### src/rtl/uart_tx_arbiter_if.sv
// ---------------------------------------------------------------------------
// uart_tx_arbiter_if
//   Bundles the requester byte-stream handshake and the UART bus-slave write
//   port that the arbiter sits between.
//   Requester side : req_valid/req_data/req_last in, req_ready/grant out.
//   UART side      : uart_addr/uart_data_write/uart_uds/uart_lds/uart_rw out,
//                    uart_ack in.
//   slave  - the arbiter's view.
//   master - the surrounding system (requesters plus UART) driving the arbiter.
// ---------------------------------------------------------------------------
interface uart_tx_arbiter_if #(
  parameter int NREQ = 4
);
  logic [NREQ-1:0]      req_valid;
  logic [NREQ-1:0][7:0] req_data;   // byte of requester i at [8i+7:8i]
  logic [NREQ-1:0]      req_last;
  logic [NREQ-1:0]      req_ready;
  logic [NREQ-1:0]      grant;
  logic [7:0]           uart_addr;
  logic [15:0]          uart_data_write;
  logic                 uart_uds;
  logic                 uart_lds;
  logic                 uart_rw;
  logic                 uart_ack;

  modport slave (
    input  req_valid, req_data, req_last, uart_ack,
    output req_ready, grant, uart_addr, uart_data_write, uart_uds, uart_lds, uart_rw
  );

  modport master (
    output req_valid, req_data, req_last, uart_ack,
    input  req_ready, grant, uart_addr, uart_data_write, uart_uds, uart_lds, uart_rw
  );
endinterface

### src/rtl/uart_tx_arbiter.sv
// ---------------------------------------------------------------------------
// uart_tx_arbiter
//   Shares one UART transmitter between NREQ byte-stream requesters. Grants
//   round-robin, keeps the grant for a whole packet (until req_last), performs
//   the UART TX-data-register write cycle and waits for the UART ack.
// Ports
//   i_clk          system clock
//   i_reset        asynchronous, active-high reset
//   bus            uart_tx_arbiter_if.slave (requester handshake + UART bus)
//   o_busy         FSM not idle, or a packet lock is held
//   o_err_timeout  1-cycle pulse on ack timeout or lock timeout
// All outputs are registered. The idle bus is a read of unmapped address
// 8'hFF with no strobes, which the UART ignores.
// ---------------------------------------------------------------------------
module uart_tx_arbiter #(
  parameter int         NREQ         = 4,
  parameter logic [7:0] UART_ADDR    = 8'h03,
  parameter int         ACK_TIMEOUT  = 65535,
  parameter int         LOCK_TIMEOUT = 4095
) (
  input  logic             i_clk,
  input  logic             i_reset,
  uart_tx_arbiter_if.slave bus,
  output logic             o_busy,
  output logic             o_err_timeout
);

  localparam int          IW       = $clog2(NREQ);
  localparam logic [15:0] ACK_LIM  = 16'(ACK_TIMEOUT - 1);
  localparam logic [15:0] LOCK_LIM = 16'(LOCK_TIMEOUT - 1);

  typedef enum logic {S_IDLE, S_WRITE} state_t;

  state_t          r_state, w_state_nxt;
  logic            r_lock, w_lock_nxt;
  logic [IW-1:0]   r_rr, r_owner;
  logic            r_last;
  logic [15:0]     r_ack_cnt, r_lock_cnt;

  logic [NREQ-1:0] r_req_ready, r_grant;
  logic [7:0]      r_addr;
  logic [15:0]     r_dw;
  logic            r_lds, r_rw, r_busy, r_err;

  logic [NREQ-1:0] w_req_ready_nxt, w_grant_nxt;
  logic [7:0]      w_addr_nxt;
  logic [15:0]     w_dw_nxt;
  logic            w_lds_nxt, w_rw_nxt, w_busy_nxt, w_err_nxt;

  logic [NREQ-1:0] w_owner_oh, w_cand;
  logic [IW-1:0]   w_pick;
  logic            w_pick_vld, w_owner_idle, w_ack_to, w_lock_to, w_done;

  assign w_owner_oh   = NREQ'(1) << r_owner;
  // While locked only the packet owner may compete.
  assign w_cand       = r_lock ? (w_owner_oh & bus.req_valid) : bus.req_valid;
  assign w_owner_idle = r_lock && !(|(w_owner_oh & bus.req_valid));
  assign w_ack_to     = (r_state == S_WRITE) && !bus.uart_ack && (r_ack_cnt == ACK_LIM);
  assign w_lock_to    = (r_state == S_IDLE) && w_owner_idle && (r_lock_cnt == LOCK_LIM);
  assign w_done       = (r_state == S_WRITE) && (bus.uart_ack || w_ack_to);

  // Round-robin search starting at rr+1. Scanning from the far end down lets
  // the nearest candidate overwrite the others, so no priority flag is needed.
  always_comb begin
    int w_idx;
    w_pick_vld = 1'b0;
    w_pick     = '0;
    w_idx      = 0;
    for (int k = NREQ; k >= 1; k--) begin
      w_idx = (int'(r_rr) + k) % NREQ;
      if (w_cand[IW'(w_idx)]) begin
        w_pick_vld = 1'b1;
        w_pick     = IW'(w_idx);
      end
    end
  end

  // State register
  always_ff @(posedge i_clk or posedge i_reset) begin
    if (i_reset) begin
      r_state <= S_IDLE;
      r_lock  <= 1'b0;
    end else begin
      r_state <= w_state_nxt;
      r_lock  <= w_lock_nxt;
    end
  end

  // Next state (FSM state plus packet lock)
  always_comb begin
    w_state_nxt = r_state;
    w_lock_nxt  = r_lock;
    case (r_state)
      S_IDLE: begin
        if (w_pick_vld) begin
          w_state_nxt = S_WRITE;
          if (!bus.req_last[w_pick]) w_lock_nxt = 1'b1;
        end else if (w_lock_to) begin
          w_lock_nxt = 1'b0;
        end
      end
      S_WRITE: begin
        if (bus.uart_ack) begin
          w_state_nxt = S_IDLE;
          if (r_last) w_lock_nxt = 1'b0;
        end else if (w_ack_to) begin
          // Dropped byte also abandons the packet.
          w_state_nxt = S_IDLE;
          w_lock_nxt  = 1'b0;
        end
      end
      default: w_state_nxt = S_IDLE;
    endcase
  end

  // Output next-values (registered below)
  always_comb begin
    w_req_ready_nxt = '0;
    w_grant_nxt     = r_grant;
    w_addr_nxt      = r_addr;
    w_dw_nxt        = r_dw;
    w_lds_nxt       = r_lds;
    w_rw_nxt        = r_rw;
    w_err_nxt       = 1'b0;
    case (r_state)
      S_IDLE: begin
        if (w_pick_vld) begin
          w_req_ready_nxt = NREQ'(1) << w_pick;
          w_grant_nxt     = NREQ'(1) << w_pick;
          w_addr_nxt      = UART_ADDR;
          w_dw_nxt        = {8'h00, bus.req_data[w_pick]};
          w_lds_nxt       = 1'b1;
          w_rw_nxt        = 1'b0;
        end else if (w_lock_to) begin
          w_grant_nxt = '0;
          w_err_nxt   = 1'b1;
        end
      end
      S_WRITE: begin
        if (w_done) begin
          w_addr_nxt  = 8'hFF;
          w_dw_nxt    = '0;
          w_lds_nxt   = 1'b0;
          w_rw_nxt    = 1'b1;
          w_err_nxt   = w_ack_to;
          // Grant survives the ack only if the packet continues.
          w_grant_nxt = (bus.uart_ack && !r_last) ? r_grant : '0;
        end
      end
      default: ;
    endcase
    w_busy_nxt = (w_state_nxt != S_IDLE) || w_lock_nxt;
  end

  always_ff @(posedge i_clk or posedge i_reset) begin
    if (i_reset) begin
      r_req_ready <= '0;
      r_grant     <= '0;
      r_addr      <= 8'hFF;
      r_dw        <= '0;
      r_lds       <= 1'b0;
      r_rw        <= 1'b1;
      r_busy      <= 1'b0;
      r_err       <= 1'b0;
    end else begin
      r_req_ready <= w_req_ready_nxt;
      r_grant     <= w_grant_nxt;
      r_addr      <= w_addr_nxt;
      r_dw        <= w_dw_nxt;
      r_lds       <= w_lds_nxt;
      r_rw        <= w_rw_nxt;
      r_busy      <= w_busy_nxt;
      r_err       <= w_err_nxt;
    end
  end

  // Arbitration bookkeeping and timeout counters
  always_ff @(posedge i_clk or posedge i_reset) begin
    if (i_reset) begin
      r_rr       <= IW'(NREQ - 1);
      r_owner    <= '0;
      r_last     <= 1'b0;
      r_ack_cnt  <= '0;
      r_lock_cnt <= '0;
    end else begin
      if (r_state == S_IDLE && w_pick_vld) begin
        r_rr      <= w_pick;
        r_owner   <= w_pick;
        r_last    <= bus.req_last[w_pick];
        r_ack_cnt <= '0;
      end else if (r_state == S_WRITE) begin
        r_ack_cnt <= r_ack_cnt + 16'd1;
      end
      // Counts consecutive idle cycles in which the lock owner has nothing.
      if (r_state == S_IDLE && w_owner_idle && !w_lock_to)
        r_lock_cnt <= r_lock_cnt + 16'd1;
      else
        r_lock_cnt <= '0;
    end
  end

  assign bus.req_ready       = r_req_ready;
  assign bus.grant           = r_grant;
  assign bus.uart_addr       = r_addr;
  assign bus.uart_data_write = r_dw;
  assign bus.uart_uds        = 1'b0;
  assign bus.uart_lds        = r_lds;
  assign bus.uart_rw         = r_rw;
  assign o_busy              = r_busy;
  assign o_err_timeout       = r_err;

endmodule

### src/flat_wrapper.sv
// flat-port wrapper written by rule: the top's interface ports become plain ports
module uart_tx_arbiter_flat 
#(
  parameter int         NREQ         = 4,
  parameter logic [7:0] UART_ADDR    = 8'h03,
  parameter int         ACK_TIMEOUT  = 65535,
  parameter int         LOCK_TIMEOUT = 4095
)
  (i_clk, i_reset, o_busy, o_err_timeout, bus_req_valid, bus_req_data, bus_req_last, bus_uart_ack, bus_req_ready, bus_grant, bus_uart_addr, bus_uart_data_write, bus_uart_uds, bus_uart_lds, bus_uart_rw);
  uart_tx_arbiter_if #(.NREQ(NREQ)) bus_i ();
  input  logic i_clk;
  input  logic i_reset;
  output logic o_busy;
  output logic o_err_timeout;
  input wire logic [$bits(bus_i.req_valid)-1:0] bus_req_valid;
  input wire logic [$bits(bus_i.req_data)-1:0] bus_req_data;
  input wire logic [$bits(bus_i.req_last)-1:0] bus_req_last;
  input wire logic [$bits(bus_i.uart_ack)-1:0] bus_uart_ack;
  output wire logic [$bits(bus_i.req_ready)-1:0] bus_req_ready;
  output wire logic [$bits(bus_i.grant)-1:0] bus_grant;
  output wire logic [$bits(bus_i.uart_addr)-1:0] bus_uart_addr;
  output wire logic [$bits(bus_i.uart_data_write)-1:0] bus_uart_data_write;
  output wire logic [$bits(bus_i.uart_uds)-1:0] bus_uart_uds;
  output wire logic [$bits(bus_i.uart_lds)-1:0] bus_uart_lds;
  output wire logic [$bits(bus_i.uart_rw)-1:0] bus_uart_rw;
  assign bus_i.req_valid = bus_req_valid;
  assign bus_i.req_data = bus_req_data;
  assign bus_i.req_last = bus_req_last;
  assign bus_i.uart_ack = bus_uart_ack;
  assign bus_req_ready = bus_i.req_ready;
  assign bus_grant = bus_i.grant;
  assign bus_uart_addr = bus_i.uart_addr;
  assign bus_uart_data_write = bus_i.uart_data_write;
  assign bus_uart_uds = bus_i.uart_uds;
  assign bus_uart_lds = bus_i.uart_lds;
  assign bus_uart_rw = bus_i.uart_rw;
  uart_tx_arbiter #(.NREQ(NREQ), .UART_ADDR(UART_ADDR), .ACK_TIMEOUT(ACK_TIMEOUT), .LOCK_TIMEOUT(LOCK_TIMEOUT)) u_core (.i_clk(i_clk), .i_reset(i_reset), .bus(bus_i), .o_busy(o_busy), .o_err_timeout(o_err_timeout));
endmodule
### config.mk
export PLATFORM = sky130hd
export DESIGN_NAME = uart_tx_arbiter_flat
export DESIGN_NICKNAME = d
export VERILOG_FILES = /design/src/rtl/uart_tx_arbiter_if.sv /design/src/rtl/uart_tx_arbiter.sv /design/src/flat_wrapper.sv
export SDC_FILE = /design/constraint.sdc
export NUM_CORES = 1
export LEC_CHECK = 0
export ABC_AREA = 1
export BUFFER_PORTS_ARGS = -buffer_cell sky130_fd_sc_hd__buf_2
export CORE_MARGIN = 2
export CORE_UTILIZATION = 40
export DETAILED_ROUTE_END_ITERATION = 10
export SYNTH_ARGS = -nofsm -noshare
export SYNTH_HDL_FRONTEND = slang
export SYNTH_SLANG_ARGS = --single-unit
### constraint.sdc
create_clock -name i_clk -period 4.75 [get_ports i_clk]
set_clock_uncertainty 0.05 [all_clocks]
set_input_delay 0.2375 -clock i_clk [delete_from_list [all_inputs] [get_ports i_clk]]
set_output_delay 0.2375 -clock i_clk [all_outputs]
set_load 0.02 [all_outputs]
Yosys cells after proc, flatten, opt, wreduce, memory -nomap -nowiden

Cells that the tools add are included.

Add/subtract/negate cells: 6
Magnitude comparators: 5
Eq/ne operators: 6
Shift-type cells: 2
Mux-type cells: 62
Bitwise operators: 2
Reduce and logical (&&, ||, !) cells: 19

Operator list:

| operator              | number |
|---|---|
| $mux 16               | 5 |
| $add 16x1->16 const B | 2 |
| $pmux 16 s2           | 1 |
| $mux 1                | 29 |
| $mux 4                | 7 |
| $mux 8                | 3 |
| $bmux 8 s2            | 1 |
| $eq 16x12->1 const B  | 1 |
| $eq 16x16->1 const B  | 1 |
| $lt 2x4->1 const B    | 4 |
| $pmux 8 s2            | 1 |
| $bmux 1 s2            | 5 |
| $pmux 1 s2            | 5 |
| $logic_and 1x1->1     | 9 |
| $mux 2                | 4 |
| $pmux 4 s2            | 1 |
| $shl 1x2->4 const A   | 2 |
| $add 2x1->2 const B   | 2 |
| $add 2x2->2 const B   | 2 |
| $and 4x4->4           | 1 |
| $logic_not 1->1       | 4 |
| $ne 2x2->1 const B    | 2 |
| $reduce_or 4->1       | 1 |
| $lt 2x3->1 const B    | 1 |
| 7 further kinds       | 8 |

Register bits: 75
Input bits: 43
Word-level logic and storage cells: 117

Logic depth before layout (Yosys ltp)

Gate-level depths: netlist of run 1.

Depth in word-level cells: 16
Depth in mapped cells: 14

Worst setup path before layout of run 1

Ideal clock, no wire load.

Kind: register to register
Start point: reg u_core.r_rr[0]
End point: reg u_core.r_dw[1] (netlist: u_core.bus.uart_data_write[1])
Library setup time: 0.130 ns
Data arrival time: 1.641 ns
Data required time: 4.570 ns
Setup slack: 2.929 ns
Stages on the path, launching flop included: 13
Buffers on the path: 2
Period minus slack after synthesis: 1.821 ns
Cells stage by stage: dfstp_2 -> buf_6 -> xnor2_2 -> inv_2 -> nand3_1 -> nand2_1 -> inv_2 -> nand2_2 -> nand3_4 -> nand2_4 -> buf_2 -> o211ai_1 -> nand3_1

Longest elaborated chain between the ends: 12

Ends and longest elaborated chain:

| item                                       | line                   | text |
|---|---|---|
| from (decl)                                | uart_tx_arbiter.sv:36  | `logic [IW-1:0] r_rr, r_owner;` |
| from (signal assigned)                     | uart_tx_arbiter.sv:180 | `r_rr <= IW'(NREQ - 1);` |
| from (signal assigned)                     | uart_tx_arbiter.sv:187 | `r_rr <= w_pick;` |
| $add 2x1->2                                | uart_tx_arbiter.sv:70  | `w_idx = (int'(r_rr) + k) % NREQ;` |
| $bmux 1 s2                                 | uart_tx_arbiter.sv:71  | `if (w_cand[IW'(w_idx)]) begin` |
| $mux 1 (implied by the code) (2 in series) | uart_tx_arbiter.sv:71  |  |
| $mux 2 (4 in series)                       | uart_tx_arbiter.sv:71  |  |
| $bmux 8 s2                                 | uart_tx_arbiter.sv:131 | `w_dw_nxt = {8'h00, bus.req_data[w_pick]};` |
| $mux 8 (implied by the code)               | uart_tx_arbiter.sv:131 |  |
| $mux 16                                    | uart_tx_arbiter.sv:127 | `if (w_pick_vld) begin` |
| $pmux 16 s2                                | uart_tx_arbiter.sv:125 | `case (r_state)` |
| to (signal assigned)                       | uart_tx_arbiter.sv:169 | `r_dw <= w_dw_nxt;` |
| to (decl)                                  | uart_tx_arbiter.sv:42  | `logic [15:0] r_dw;` |

Several ways; a longest one is shown, not always the timed one. The select of a mux whose other input is x is not followed.
A chain may end at the register's enable or synchronous reset.

Worst setup path in the final report of run 1

Start point: reg u_core.r_rr[0]
End point: reg u_core.r_dw[4] (netlist: u_core.bus.uart_data_write[4])

The elaborated chain is that of the path after synthesis.

==> results of run 1 <==
registers in the layout (all words and copies together), names as in the netlist:
| name | flops |
|---|---|
| u_core.o_err_timeout | 1 |
| u_core.r_last | 1 |
| u_core.bus.uart_lds | 1 |
| u_core.bus.req_ready | 4 |
| u_core.r_lock | 1 |
| u_core.o_busy | 1 |
| u_core.r_state | 1 |
| u_core.bus.uart_addr | 1 |
| u_core.r_ack_cnt | 16 |
| u_core.bus.grant | 4 |
| u_core.r_lock_cnt | 16 |
| u_core.bus.uart_data_write | 8 |
| u_core.r_owner | 2 |
| u_core.r_rr | 2 |
final timing paths:
check / end / slack (ns)
max in group asynchronous: u_core.bus.uart_data_write[0] / 4.10
min in group i_clk: u_core.bus.uart_data_write[7] / 0.11
worst min-delay path: u_core.r_lock_cnt[15] / 0.06
worst max register to register: u_core.bus.uart_data_write[4] / 2.50
worst max-delay path: u_core.bus.uart_data_write[4] / 2.50
worst min register to register: u_core.bus.uart_lds / 0.42
layout make-up:
| class | count | area, µm² |
|---|---|---|
| clock buffer | 12 | 165 |
| clock inverter | 4 | 95.1 |
| fill | 822 | 4230 |
| inverter | 61 | 229 |
| multi-input combinational | 309 | 1540 |
| sequential | 59 | 1480 |
| tap | 105 | 131 |
| timing repair buffer | 69 | 348 |
worst max-delay path: cells and delay by family (launching register included):
family	cells	cell delay, ns
buffers and inverters	2	0.33
AND/OR/NAND/NOR	5	0.61
flip-flops	1	0.66
AO/OA/AOI/OAI	2	0.47
power by group:
part / total [mW] / internal [mW] / switching, mW
registers: 0.725 / 0.633 / 0.0918
logic: 1.41 / 0.419 / 0.987
clock network: 0.592 / 0.391 / 0.201
per-layer routing:
| metal | routed length [µm] | GRT usage [%] | part of all wire [%] |
|---|---|---|---|
| met1 | 3720 | 25.0 | 50 |
| met2 | 3170 | 26.2 | 42 |
| met3 | 500 | 5.56 | 6.7 |
| met4 | 110 | 6.19 | 1.5 |
| met5 | 0 | 0 | 0 |
cells by family after synthesis:
logic type | after synthesis | synth area share (%)
other | 2 | 0.221
AND/OR/NAND/NOR | 251 | 34.7
adder cells (fa/ha/maj) | 4 | 1.47
XOR/XNOR | 2 | 0.736
flip-flops | 59 | 43.5
buffers and inverters | 86 | 12.1
AO/OA/AOI/OAI | 41 | 7.29
cell usage after synthesis, types with 2 or more instances:
| master | n | area [µm²] |
|---|---|---|
| nor4_1 | 2 | 12.5 |
| ha_1 | 4 | 50.1 |
| nand3_1 | 66 | 330 |
| nand2_1 | 99 | 372 |
| conb_1 | 2 | 7.51 |
| buf_4 | 18 | 135 |
| a211oi_1 | 2 | 15.0 |
| nor3_1 | 17 | 85.1 |
| nand3_4 | 2 | 35.0 |
| inv_1 | 52 | 195 |
| nor3b_1 | 7 | 52.6 |
| a21oi_1 | 8 | 40.0 |
| nand2_2 | 5 | 31.3 |
| dfstp_2 | 3 | 78.8 |
| o211ai_1 | 5 | 37.5 |
| nor2_1 | 40 | 150 |
| nand4_1 | 3 | 18.8 |
| buf_6 | 2 | 22.5 |
| nand3_2 | 5 | 50.1 |
| o21ai_1 | 4 | 20.0 |
| inv_2 | 9 | 33.8 |
| dfrtp_1 | 56 | 1400 |
| buf_2 | 4 | 20.0 |
| o21ai_0 | 17 | 85.1 |
cell usage in the layout, fill, tap and decap left out, drive strengths merged, types with 2 or more instances in the layout:
cell | Yosys | routed
a211oi | 2 | 2
a21oi | 8 | 8
buf | 24 | 69
bufinv | 0 | 3
clkbuf | 1 | 12
conb | 2 | 11
dfrtp | 56 | 56
dfstp | 3 | 3
ha | 4 | 4
inv | 61 | 61
nand2 | 105 | 105
nand3 | 73 | 73
nand4 | 3 | 3
nor2 | 41 | 41
nor3 | 17 | 17
nor3b | 7 | 7
nor4 | 2 | 2
o211ai | 5 | 5
o21ai | 23 | 23
==> flow_summary.yaml, run 1 <==
outcome:
  status: "finished clean"
finish:
  syn_to_final_growth_pct: 17.4
  final_area_um2: 3990
  fin_nets: 556
  finalNonFillerCells: 619
  antenna_cells: 0
  final_util_pct: 48.6
  drive_gt1_share_pct: 22.4
logic_synthesis:
  synth.ff_latch_count: 59
  avgSynthCellArea_um2: 7.64
  synth_edf_count: 0
  synth_ff_type: "dfrtp_1"
  ys_async_sr_fraction_pct: 100
  synthCells: 445
  seq_area_frac_synth_pct: 43.5
  netlist-cell-type-count: 37
  syn_area_um2: 3400
  yosysWarnings: 0
floorplanning:
  initial_core_util_pct: 41.4
  core-area_um2: 8220
  rows: 33
  die-height_um: 96.2
  ios: 80
  dieArea_um2: 9250
  dieWidth_um: 96.2
sta:
  fin_crit_ns: 2.25
  hold_viol: 0
  relSlewSlack_pct: 50.8
  slew_viol_final: 0
  whs_ns: 0.0616
  clock.fmax_ghz: 0.444
  timing.final.ws_setup_ns: 2.50
  post-route-period-util_pct: 47.4
  finalSetupTns_ns: 0
  worstMarginPinSlew_ns: 0.739
  setup_viol: 0
  grt_setup_unrepaired: "no"
clock_network:
  cts_tree: "yes"
  cts.clk_slew.worst_paths_ns: 0.07
  cts_resized: 0
  cts_root_buf: "clkbuf_8"
  max-clock-path-buffers: 2
  clock_latency_ns: 0.33
  clock-sinks: 59
  cts_buffers: 9
  hold_buffers: 0
  cts.htree.levels: 3
  post_cts_buffers: 0
detailed_routing:
  postRouteAntennaNets: 0
  vias_per_cell: 4.81
  drc: 0
  vias: 2980
  wire_per_inst_um: 12.1
  dr.pass1.iters: 4
  drt_iter0_drc: 185
  drt-total-wl_um: 7500
place:
  port-buffer-count: 68
  dp_cells: 603
  dpl_worst_slack_ns: 2.49
  placed_area_um2: 3730
  gp_congestion: 0.822
  dp.final_hpwl_um: 5500
worst_setup_path:
  critPathMaxFanout: 17
  path_cells: "nand3_1 > nand2_1 > nand2_2 > o21ai_4 > inv_2 > nand2_1 > inv_2 > o211ai_1 > nand3_1"
  startpoint: "u_core.r_rr[0]"
  reg2regPathDepth: 9
  arrival_ns: 2.41
  worstSetupStartpointType: "flip-flop"
  crit_path_end_kind: "flip-flop"
  crit_required_ns: 4.91
  crit_type: "reg2reg"
  reg2reg_from: "u_core.r_rr[0]"
  cp_slowest_stage_delay_ns: 0.66
  cp_slowest_cell: "dfstp_2"
power:
  leakage_nw: 2.01
  power_mw: 2.72
  peakVddDrop_mv: 0.502
  powerDensity_nw_per_um2: 682
run:
  drv_cap: 0
min_path:
  hold_class: "in2async"
grt:
  antenna_found_initial: 0
  grt_util_all_layers_pct: 17.9
  grt_pass1_wl_um: 12700
  grt_pass1_vias: 2745
  grt_start_max_net_pins: 60
  grt_overflow: 0
(Power assumes the default switching activity.)
==> inputs of run 2 (changes only) <==
==> constraint.sdc (replaced) <==
create_clock -name i_clk -period 2.2 [get_ports i_clk]
set_clock_uncertainty 0.05 [all_clocks]
set_input_delay 0.11 -clock i_clk [delete_from_list [all_inputs] [get_ports i_clk]]
set_output_delay 0.11 -clock i_clk [all_outputs]
set_load 0.02 [all_outputs]
==> run 2 against run 1 <==
Effect of this change: critical path depth is 2 higher; sequential power rose by 110%; worst hold slack worse by 0.040 ns; critical endpoint is now u_core.r_owner[0]; worst setup slack worse by 2.3 ns; routed wire length is 2.4% higher; cell count grew 2.3%; combinational power grew 130%; register-to-register slack got worse by 2.3 ns; global-route usage grew 0.75 points; clock power rose by 74%; cell area is 2.2% higher.
==> flow_summary.yaml, run 2 (same netlist as run 1, synthesis figures left out) <==
outcome:
  status: "finished clean"
sta:
  slew_viol_final: 0
  grt_setup_unrepaired: "no"
  worstMarginPinSlew_ns: 0.646
  hold_viol: 0
  relSlewSlack_pct: 56.9
  setup_viol: 0
  fin_crit_ns: 2.01
  finalSetupTns_ns: 0
  timing.final.ws_setup_ns: 0.193
  post-route-period-util_pct: 91.2
  whs_ns: 0.0216
  clock.fmax_ghz: 0.498
detailed_routing:
  vias: 3025
  vias_per_cell: 4.78
  drt_iter0_drc: 161
  drt-total-wl_um: 7680
  postRouteAntennaNets: 0
  dr.pass1.iters: 4
  drc: 0
  wire_per_inst_um: 12.1
worst_setup_path:
  crit_path_end_kind: "flip-flop"
  crit_family: "simple AND/OR/NAND/NOR gates"
  cp_slowest_cell: "dfstp_2"
  crit_type: "reg2reg"
  critPathBufInv: 3
  crit_required_ns: 2.37
  critPathMaxFanout: 30
  worstSetupStartpointType: "flip-flop"
  arrival_ns: 2.18
  cp_common_cell: "nand2_1"
  cp_slowest_stage_delay_ns: 0.63
  path_cells: "inv_2 > nand3_1 > nand3_1 > nand2_1 > inv_1 > nand2_1 > nand3_4 > nand2_8 > inv_2 > nand2_1 > o21ai_0"
place:
  port-buffer-count: 68
  gp_congestion: 0.953
  dp.final_hpwl_um: 5870
  dpl_worst_slack_ns: 0.0858
  dp_cells: 609
clock_network:
  clock-sinks: 59
  cts_tree: "yes"
  cts.clk_slew.worst_paths_ns: 0.08
  max-clock-path-buffers: 2
  clock_latency_ns: 0.35
  cts_buffers: 9
  cts.htree.levels: 3
  cts_root_buf: "clkbuf_8"
grt:
  grt_start_max_net_pins: 31
  grt_util_all_layers_pct: 18.7
  antenna_found_initial: 0
  use_met2_pct: 29.4
  use_met1_pct: 24.1
  use_met3_pct: 4.86
  grt_pass1_wl_um: 13200
  gr-max-usage-layer: "met2"
  grt_pass1_vias: 2923
  grt_overflow: 0
power:
  internal-power_mw: 2.97
  swShare_pct: 49.0
  leakage_nw: 2.05
  p_seq_share_pct: 26.4
  peakVddDrop_mv: 1.33
  clkPwrFrac_pct: 17.7
  combPwrFrac_pct: 55.9
  switchingPower_mw: 2.86
  powerDensity_nw_per_um2: 1430
finish:
  syn_to_final_growth_pct: 19.9
  finalNonFillerCells: 633
  final_util_pct: 49.6
  final_common_cell: "nand2_1"
  antenna_cells: 0
  final_cell_mix: "nand2_1, buf_2, nand3_1"
  fin_nets: 570
  drive_gt1_share_pct: 23.3
floorplanning:
  dieWidth_um: 96.2
  die-height_um: 96.2
  core-area_um2: 8220
  ios: 80
  rows: 33
  dieArea_um2: 9250
  initial_core_util_pct: 41.4
run:
  drv_cap: 0
min_path:
  hold_class: "in2reg"
run 2: cell types whose count changed in the layout (fill, tap and decap cells not counted), sizes merged:
cell	previous run	this run
buf	69	77
dlygate4sd3	0	6
inv	61	65
clkbuf	12	9
bufinv	3	1
clkinvlp	0	1
run 2: power groups by stage:
stage / Sequential (mW) / Combinational (mW) / Clock (mW)
6_report: 1.54 / 3.26 / 1.03
5_1_grt: 1.57 / 3.68 / 1.10
4_1_cts: 1.55 / 3.15 / 1.07
3_5_place_dp: 1.56 / 3.14 / 0
3_3_place_gp: 1.56 / 3.11 / 0
2_1_floorplan: 1.68 / 2.45 / 0
run 2: cell type report:
class | instances | area [µm²]
fillers | 811 | 4140
flip-flops and latches | 59 | 1480
well taps | 105 | 131
multi-input cells | 309 | 1550
inverters | 61 | 229
clock inverters | 7 | 81.3
repair buffers | 83 | 480
clock buffers | 9 | 124
run 2: worst min-delay path: cells and delay by family:
family	cells	cell delay, ns
buf+inv	2	0.10
simple gates	3	0.18
run 2: repair_timing:
item / in CTS / in global routing
hold buffers: 6 / 0
setup endpoints to repair: 0 / 16
resized for setup: 0 / 2
hold endpoints to repair: 23 / 0
setup buffers: 0 / 2
run 2: routing by layer:
layer / share of wire [%] / routed length, µm / up-vias
met1: 47 / 3620 / 1335
met3: 5.3 / 408 / 14
met2: 46 / 3500 / 92
met5: 0 / 0 / -
met4: 2.0 / 154 / 0
li1: - / - / 1584
run 2: path summary, 6_finish.rpt:
check	start	end	slack, ns	cells after the start
worst max-delay path	u_core.r_rr[0]	u_core.r_owner[0]	0.19	11
worst min register to register	u_core.bus.uart_lds	u_core.bus.uart_lds	0.42	2
worst max register to register	u_core.r_rr[0]	u_core.r_owner[0]	0.19	11
min in group asynchronous	i_reset	u_core.r_lock_cnt[15]	0.25	3
worst min-delay path	bus_req_data[25]	u_core.bus.uart_data_write[1]	0.02	5
max in group asynchronous	i_reset	u_core.r_rr[0]	1.12	4
run 2: through the flow:
step	cell area [µm²]	power, mW
3_3_place_gp	3780	4.67
4_1_cts	4040	5.77
3_5_place_dp	3780	4.70
6_report	4080	5.83
2_1_floorplan	3430	4.13
5_1_grt	4080	6.36
